## src/rtl/sram_stream_reader.sv

```systemverilog
// ---------------------------------------------------------------------------
// sram_stream_reader
//
// Avalon-MM read initiator for one port of the NPU's 4096 x 16-bit dual-port
// on-chip SRAM.
// - Takes a (start address, length) command.
// - Issues single-word reads to the SRAM port.
// - Returns the words in order on a valid/ready stream, with a last-beat marker.
//
// Ports:
//   clk, reset         single clock; synchronous active-high reset
//   cmd_valid/ready    command handshake; cmd_addr = first word,
//                      cmd_len = word count (0..2**ADDR_W)
//   sram_*             SRAM read port (read strobe = sram_chipselect;
//                      readdata is valid the cycle after the strobe)
//   out_valid/ready    output stream handshake; out_data = word,
//                      out_last = final word of the command
//   busy               a command is in progress
//   done               one-cycle pulse when a command completes
// ---------------------------------------------------------------------------
module sram_stream_reader #(
   parameter int ADDR_W     = 12,
   parameter int DATA_W     = 16,
   parameter int FIFO_DEPTH = 4
) (
   input  logic                clk,
   input  logic                reset,
   input  logic                cmd_valid,
   output logic                cmd_ready,
   input  logic [ADDR_W-1:0]   cmd_addr,
   input  logic [ADDR_W:0]     cmd_len,
   output logic [ADDR_W-1:0]   sram_address,
   output logic                sram_chipselect,
   output logic                sram_write,
   output logic [DATA_W/8-1:0] sram_byteenable,
   input  logic [DATA_W-1:0]   sram_readdata,
   output logic                out_valid,
   input  logic                out_ready,
   output logic [DATA_W-1:0]   out_data,
   output logic                out_last,
   output logic                busy,
   output logic                done
);

   localparam int PTR_W = $clog2(FIFO_DEPTH);
   localparam int CNT_W = PTR_W + 1;
   localparam int LEN_W = ADDR_W + 1;

   typedef enum logic [1:0] {ST_IDLE, ST_READ, ST_DRAIN} state_t;

   state_t              state_reg;
   logic [ADDR_W-1:0]   addr_reg;          // next address to issue
   logic [LEN_W-1:0]    remaining_reg;     // reads still to issue
   logic                cs_reg;            // read strobe for this cycle
   logic                cs_last_reg;       // this strobe is the command's final word
   logic [ADDR_W-1:0]   sram_address_reg;
   logic                pend_reg;          // strobe was active last cycle: data arrives now
   logic                pend_last_reg;
   logic                busy_reg;
   logic                done_reg;

   logic [DATA_W-1:0]   fifo_data_reg [FIFO_DEPTH];
   logic                fifo_last_reg [FIFO_DEPTH];
   logic [PTR_W-1:0]    wr_ptr_reg;
   logic [PTR_W-1:0]    rd_ptr_reg;
   logic [CNT_W-1:0]    count_reg;

   logic                cmd_fire;
   logic                push;
   logic                pop;
   logic                final_pop;
   logic [CNT_W-1:0]    count_next;
   logic [CNT_W:0]      occ_next;
   logic                credit_ok;
   logic                issue_next;

   assign cmd_ready       = (state_reg == ST_IDLE) && !reset;
   assign cmd_fire        = cmd_valid && cmd_ready;

   assign out_valid       = (count_reg != '0);
   assign out_data        = fifo_data_reg[rd_ptr_reg];
   assign out_last        = out_valid && fifo_last_reg[rd_ptr_reg];

   assign push            = pend_reg;
   assign pop             = out_valid && out_ready;
   assign final_pop       = pop && out_last;

   assign count_next      = count_reg + {{(CNT_W-1){1'b0}}, push}
                                      - {{(CNT_W-1){1'b0}}, pop};

   // The strobe decided at this edge drives the next cycle. In that cycle the
   // FIFO holds count_next words, and the strobe active now is the one in
   // flight. Both must leave room for the new read.
   assign occ_next        = {1'b0, count_next} + {{CNT_W{1'b0}}, cs_reg};
   assign credit_ok       = occ_next < (CNT_W+1)'(FIFO_DEPTH);
   assign issue_next      = (state_reg == ST_READ) && (remaining_reg != '0) && credit_ok;

   assign sram_address    = sram_address_reg;
   assign sram_chipselect = cs_reg;
   assign sram_write      = 1'b0;
   assign sram_byteenable = '1;
   assign busy            = busy_reg;
   assign done            = done_reg;

   // Command FSM and read issue. All SRAM-side outputs are registered, so the
   // first strobe appears in the cycle after the command handshake.
   always_ff @(posedge clk) begin
      if (reset) begin
         state_reg        <= ST_IDLE;
         addr_reg         <= '0;
         remaining_reg    <= '0;
         cs_reg           <= 1'b0;
         cs_last_reg      <= 1'b0;
         sram_address_reg <= '0;
         pend_reg         <= 1'b0;
         pend_last_reg    <= 1'b0;
         busy_reg         <= 1'b0;
         done_reg         <= 1'b0;
      end else begin
         done_reg      <= 1'b0;
         cs_reg        <= 1'b0;
         cs_last_reg   <= 1'b0;
         pend_reg      <= cs_reg;
         pend_last_reg <= cs_last_reg;

         case (state_reg)
            ST_IDLE: begin
               if (cmd_fire) begin
                  if (cmd_len == '0) begin
                     done_reg <= 1'b1;
                  end else begin
                     // The FIFO is empty in IDLE, so the first read always has credit.
                     cs_reg           <= 1'b1;
                     cs_last_reg      <= (cmd_len == LEN_W'(1));
                     sram_address_reg <= cmd_addr;
                     addr_reg         <= cmd_addr + ADDR_W'(1);
                     remaining_reg    <= cmd_len - LEN_W'(1);
                     busy_reg         <= 1'b1;
                     state_reg        <= (cmd_len == LEN_W'(1)) ? ST_DRAIN : ST_READ;
                  end
               end
            end
            ST_READ: begin
               if (issue_next) begin
                  cs_reg           <= 1'b1;
                  cs_last_reg      <= (remaining_reg == LEN_W'(1));
                  sram_address_reg <= addr_reg;
                  addr_reg         <= addr_reg + ADDR_W'(1);   // wraps at the top of memory
                  remaining_reg    <= remaining_reg - LEN_W'(1);
                  if (remaining_reg == LEN_W'(1)) begin
                     state_reg <= ST_DRAIN;
                  end
               end
            end
            ST_DRAIN: begin
               // The last-flagged word leaving the FIFO means nothing is left
               // in flight or buffered.
               if (final_pop) begin
                  done_reg  <= 1'b1;
                  busy_reg  <= 1'b0;
                  state_reg <= ST_IDLE;
               end
            end
            default: begin
               state_reg <= ST_IDLE;
            end
         endcase
      end
   end

   // Return buffer. It is small enough to live in registers. Clearing it on
   // reset keeps out_data at zero.
   always_ff @(posedge clk) begin
      if (reset) begin
         for (int i = 0; i < FIFO_DEPTH; i++) begin
            fifo_data_reg[i] <= '0;
            fifo_last_reg[i] <= 1'b0;
         end
         wr_ptr_reg <= '0;
         rd_ptr_reg <= '0;
         count_reg  <= '0;
      end else begin
         if (push) begin
            fifo_data_reg[wr_ptr_reg] <= sram_readdata;
            fifo_last_reg[wr_ptr_reg] <= pend_last_reg;
            wr_ptr_reg                <= wr_ptr_reg + PTR_W'(1);
         end
         if (pop) begin
            rd_ptr_reg <= rd_ptr_reg + PTR_W'(1);
         end
         count_reg <= count_next;
      end
   end

endmodule
```

## config.mk

```make
export PLATFORM = sky130hd
export DESIGN_NAME = sram_stream_reader
export DESIGN_NICKNAME = d
export VERILOG_FILES = /design/src/rtl/sram_stream_reader.sv
export SDC_FILE = /design/constraint.sdc
export NUM_CORES = 1
export LEC_CHECK = 0
export ABC_AREA = 1
export CORE_ASPECT_RATIO = 1.75
export CORE_MARGIN = 5
export CORE_UTILIZATION = 30
export CTS_CLUSTER_DIAMETER = 60
export DETAILED_ROUTE_END_ITERATION = 8
export PLACE_DENSITY = 0.52
export SYNTH_ARGS = -nofsm -noshare
export SYNTH_HDL_FRONTEND = slang
export SYNTH_SLANG_ARGS = --single-unit
```

## constraint.sdc

```tcl
create_clock -name clk -period 3 [get_ports clk]
set_input_delay 0.75 -clock clk [delete_from_list [all_inputs] [get_ports clk]]
set_output_delay 0.75 -clock clk [all_outputs]
set_load 0.05 [all_outputs]
```

==> results.md <==
- Met1 Resource Use GR: 0.1401
- Clock buffer count from CTS: 17
- Vias per cell: 4.613
- Synth top cells by count: nor2_1 (184), nand2_1 (137), inv_1 (97)
- Clock Skew: roughly 0.0086 ns
- Syn-to-layout area delta: 27.70%
- Status: finished, final reports clean
- Drt initial violations: 257
- Crit path required time: approximately 3.3 ns
- LEAKAGE: between 0.003 and 0.004 uW
- CTS Sinks: 122
- Post-CTS Hold Buffers: 0
- GRT overflow: 0
- H-tree depth: 4
- CTS tree: done
- Io pins: 82
- Synthesized cell area: about 6400 um2
- Die Y: ~200 um
- Die X: ~120 um
- Number of I/O port buffers: a little under 80
- Mean Syn Cell Area: about 7.8 um2
- HP Class: flop to flop
- Top-count cell post-synth: nor2_1
- Worst path slowest cell: clkdlybuf4s50_1
- Final setup vio count: 0
- Final GP Congestion: between 0.8 and 0.9
- Hpwl dp: ~12000 um
- Total Power: 7950 uW
- Clock transition at path regs: approximately 0.06 ns
- Antenna cells: 0
- Met3 GRT Util: 0.02425
- Core ar.: about 21000 um2
- Post-layout min period: ~2.8 ns
- Total GRT Usage: 0.1438
- CP cell instances: clkdlybuf4s50_1 -> inv_1 -> nor2_2 -> ha_1 -> inv_1 -> ha_1 -> inv_1 -> fa_1 -> nand3_1 -> nand2_1 -> nor2_4 -> nand2_4 -> nand2_8 -> inv_4 -> buf_12 -> a21oi_1 -> nor2_1
- Clk root buf: clkbuf_16
- Worst EP arrival: between 3 and 4 ns
- Cell mode on critical path: inv_1
- Seq cells post-synth: approximately 120
- First-pass GRT wire length: around 28000 um
- Register area share after synthesis: 0.4892
- GR peak layer: met2
- Layout cells sized above 1: 0.1398
- Average routed wire per standard cell: about 14 um
- Initial antenna violation count: 0
- Residual DRC: 0
- # rows: 70
- Main synth FF type: edfxtp_1
- Clk Latency, worst-skew pair: between 0.4 and 0.5 ns
- Die Footprint: roughly 24000 um2
- Final Cycle Share: 0.9447
- Global routing met2 resource utilization: 0.2897
- Worst slew pin tran: 0.6185 ns
- Crit path max fanout: 13
- Final wirelength: 16860 um
- Synth Instances: about 820
- DR pass1 iterations: 5
- Area fraction of the dominant cell type after synthesis: 0.3199
- Post-synth EDFFs: slightly below 70
- Peak VDD IR: between 0.4 and 0.5 mV
- Synth area leader: edfxtp_1
- FILL cells: 2187
- Largest net degree at the start of global routing: 35
- YS warnings: 0
- Initial core utilization: 0.3050
- Pwr dens: slightly below 1000 nW/um2
- Setup TNS: 0 ns
- Final Hold Viols: 0
- Post-layout net count: about 960
- Slew HR: 0.5863
- Top cells by area, synth: edfxtp_1 (32%), dfxtp_1 (17%), nor2_1 (11%), nand2_1 (8.1%), inv_1 (5.7%)
- CP Launch Type: input pin
- Vias: between 5000 and 6000
- Final ANT Viol Nets: 0
- CP max stage delay: approximately 0.45 ns
- Fin. max-slew vios: 0
- WS Path Type: input pin to flop
- CTS Buffer Depth: 2
- CP Capture Type: flop
- Fmax: approximately 350 MHz
- Async set-or-reset flop fraction in the synthesized netlist: 0
- Vias in the first global route: ~5500
- Max reg flops: 64
- Max cap viols: 0
- Unique cell type count in the Yosys netlist: 37
-- cells in the final DEF, fill, tap and decap left out, types with 9 or more instances in the layout --
master and n:
nand2_1 137, inv_1 97, nor2_2 10, edfxtp_1 68, nand3_1 46, nand2_2 15
a21oi_2 10, dfxtp_1 54, o21ai_1 9, a21oi_1 20, o21ai_0 62, nor2_1 183
buf_4 40, o22ai_1 17, clkbuf_16 18, clkdlybuf4s50_1 60
-- worst paths after layout --
check,to,slack [ns],from,cells past startpoint
worst max-delay path,addr_reg[7],0.17,out_ready,17
worst min-delay path,pend_last_reg,0.40,cs_last_reg,2
worst min register to register,pend_last_reg,0.40,cs_last_reg,2
worst max register to register,addr_reg[7],0.37,count_reg[1],16
-- kinds of logic after synthesis --
| family | after synthesis | share of synthesized area |
|---|---|---|
| xor+xnor | 9 | 0.01235 |
| flops | 122 | 0.4892 |
| fa+ha+maj | 8 | 0.01686 |
| simple gates | 418 | 0.2807 |
| compound gates | 121 | 0.1068 |
| buf+inv | 137 | 0.09290 |
| other cells | 2 | 0.001176 |
-- final cells by class --
type	instances	area, um2	share of cell area
Multi-Input combinational cell	559	2693	0.3303
Clock inverter	13	152.6	0.01873
Timing Repair Buffer	107	1046	0.1283
Inverter	103	389.1	0.04774
Tap cell	252	315.3	0.03868
Clock buffer	19	432.9	0.05311
Sequential cell	122	3123	0.3831
-- repair_timing --
action / CTS / global route
buffers inserted: 0 / 1
endpoints found under the setup margin: 0 / 38
gates resized for setup: 0 / 9
-- metrics by stage --
stage,area [um2],util,hold WS (ns),std cells,worst slack (ns)
floorplan,6387,-,0.3883,818,0.09565
global placement,7512,0.3589,0.3984,1141,-0.3535
detailed placement,7512,0.3589,0.3980,1141,-0.3943
CTS,8098,0.3869,0.4091,1173,0.04719
global route,8152,0.3894,0.4422,1175,-0.009634
finish,8152,0.3894,0.4049,1175,0.1660
-- layer usage --
layer	vias to the layer above	wire, um
met2	85	9845
li1	2805	-
met1	2507	6241
met3	23	440
met4	0	332
met5	-	0
-- power breakdown --
part / leakage (uW) / switching, uW / internal, uW
logic: 0.00194 / 2350 / 1250
clock network: 0.000286 / 739 / 1300
registers: 0.00115 / 218 / 2090
total: 0.00337 / 3310 / 4640
-- critical path, delay by kind of cell --
kind | cells | cell delay (ns)
AO/OA/AOI/OAI | 1 | 0.12
adder cells (fa/ha/maj) | 3 | 0.73
AND/OR/NAND/NOR | 7 | 0.71
buffers and inverters | 6 | 0.82
(Power assumes the default switching activity.)
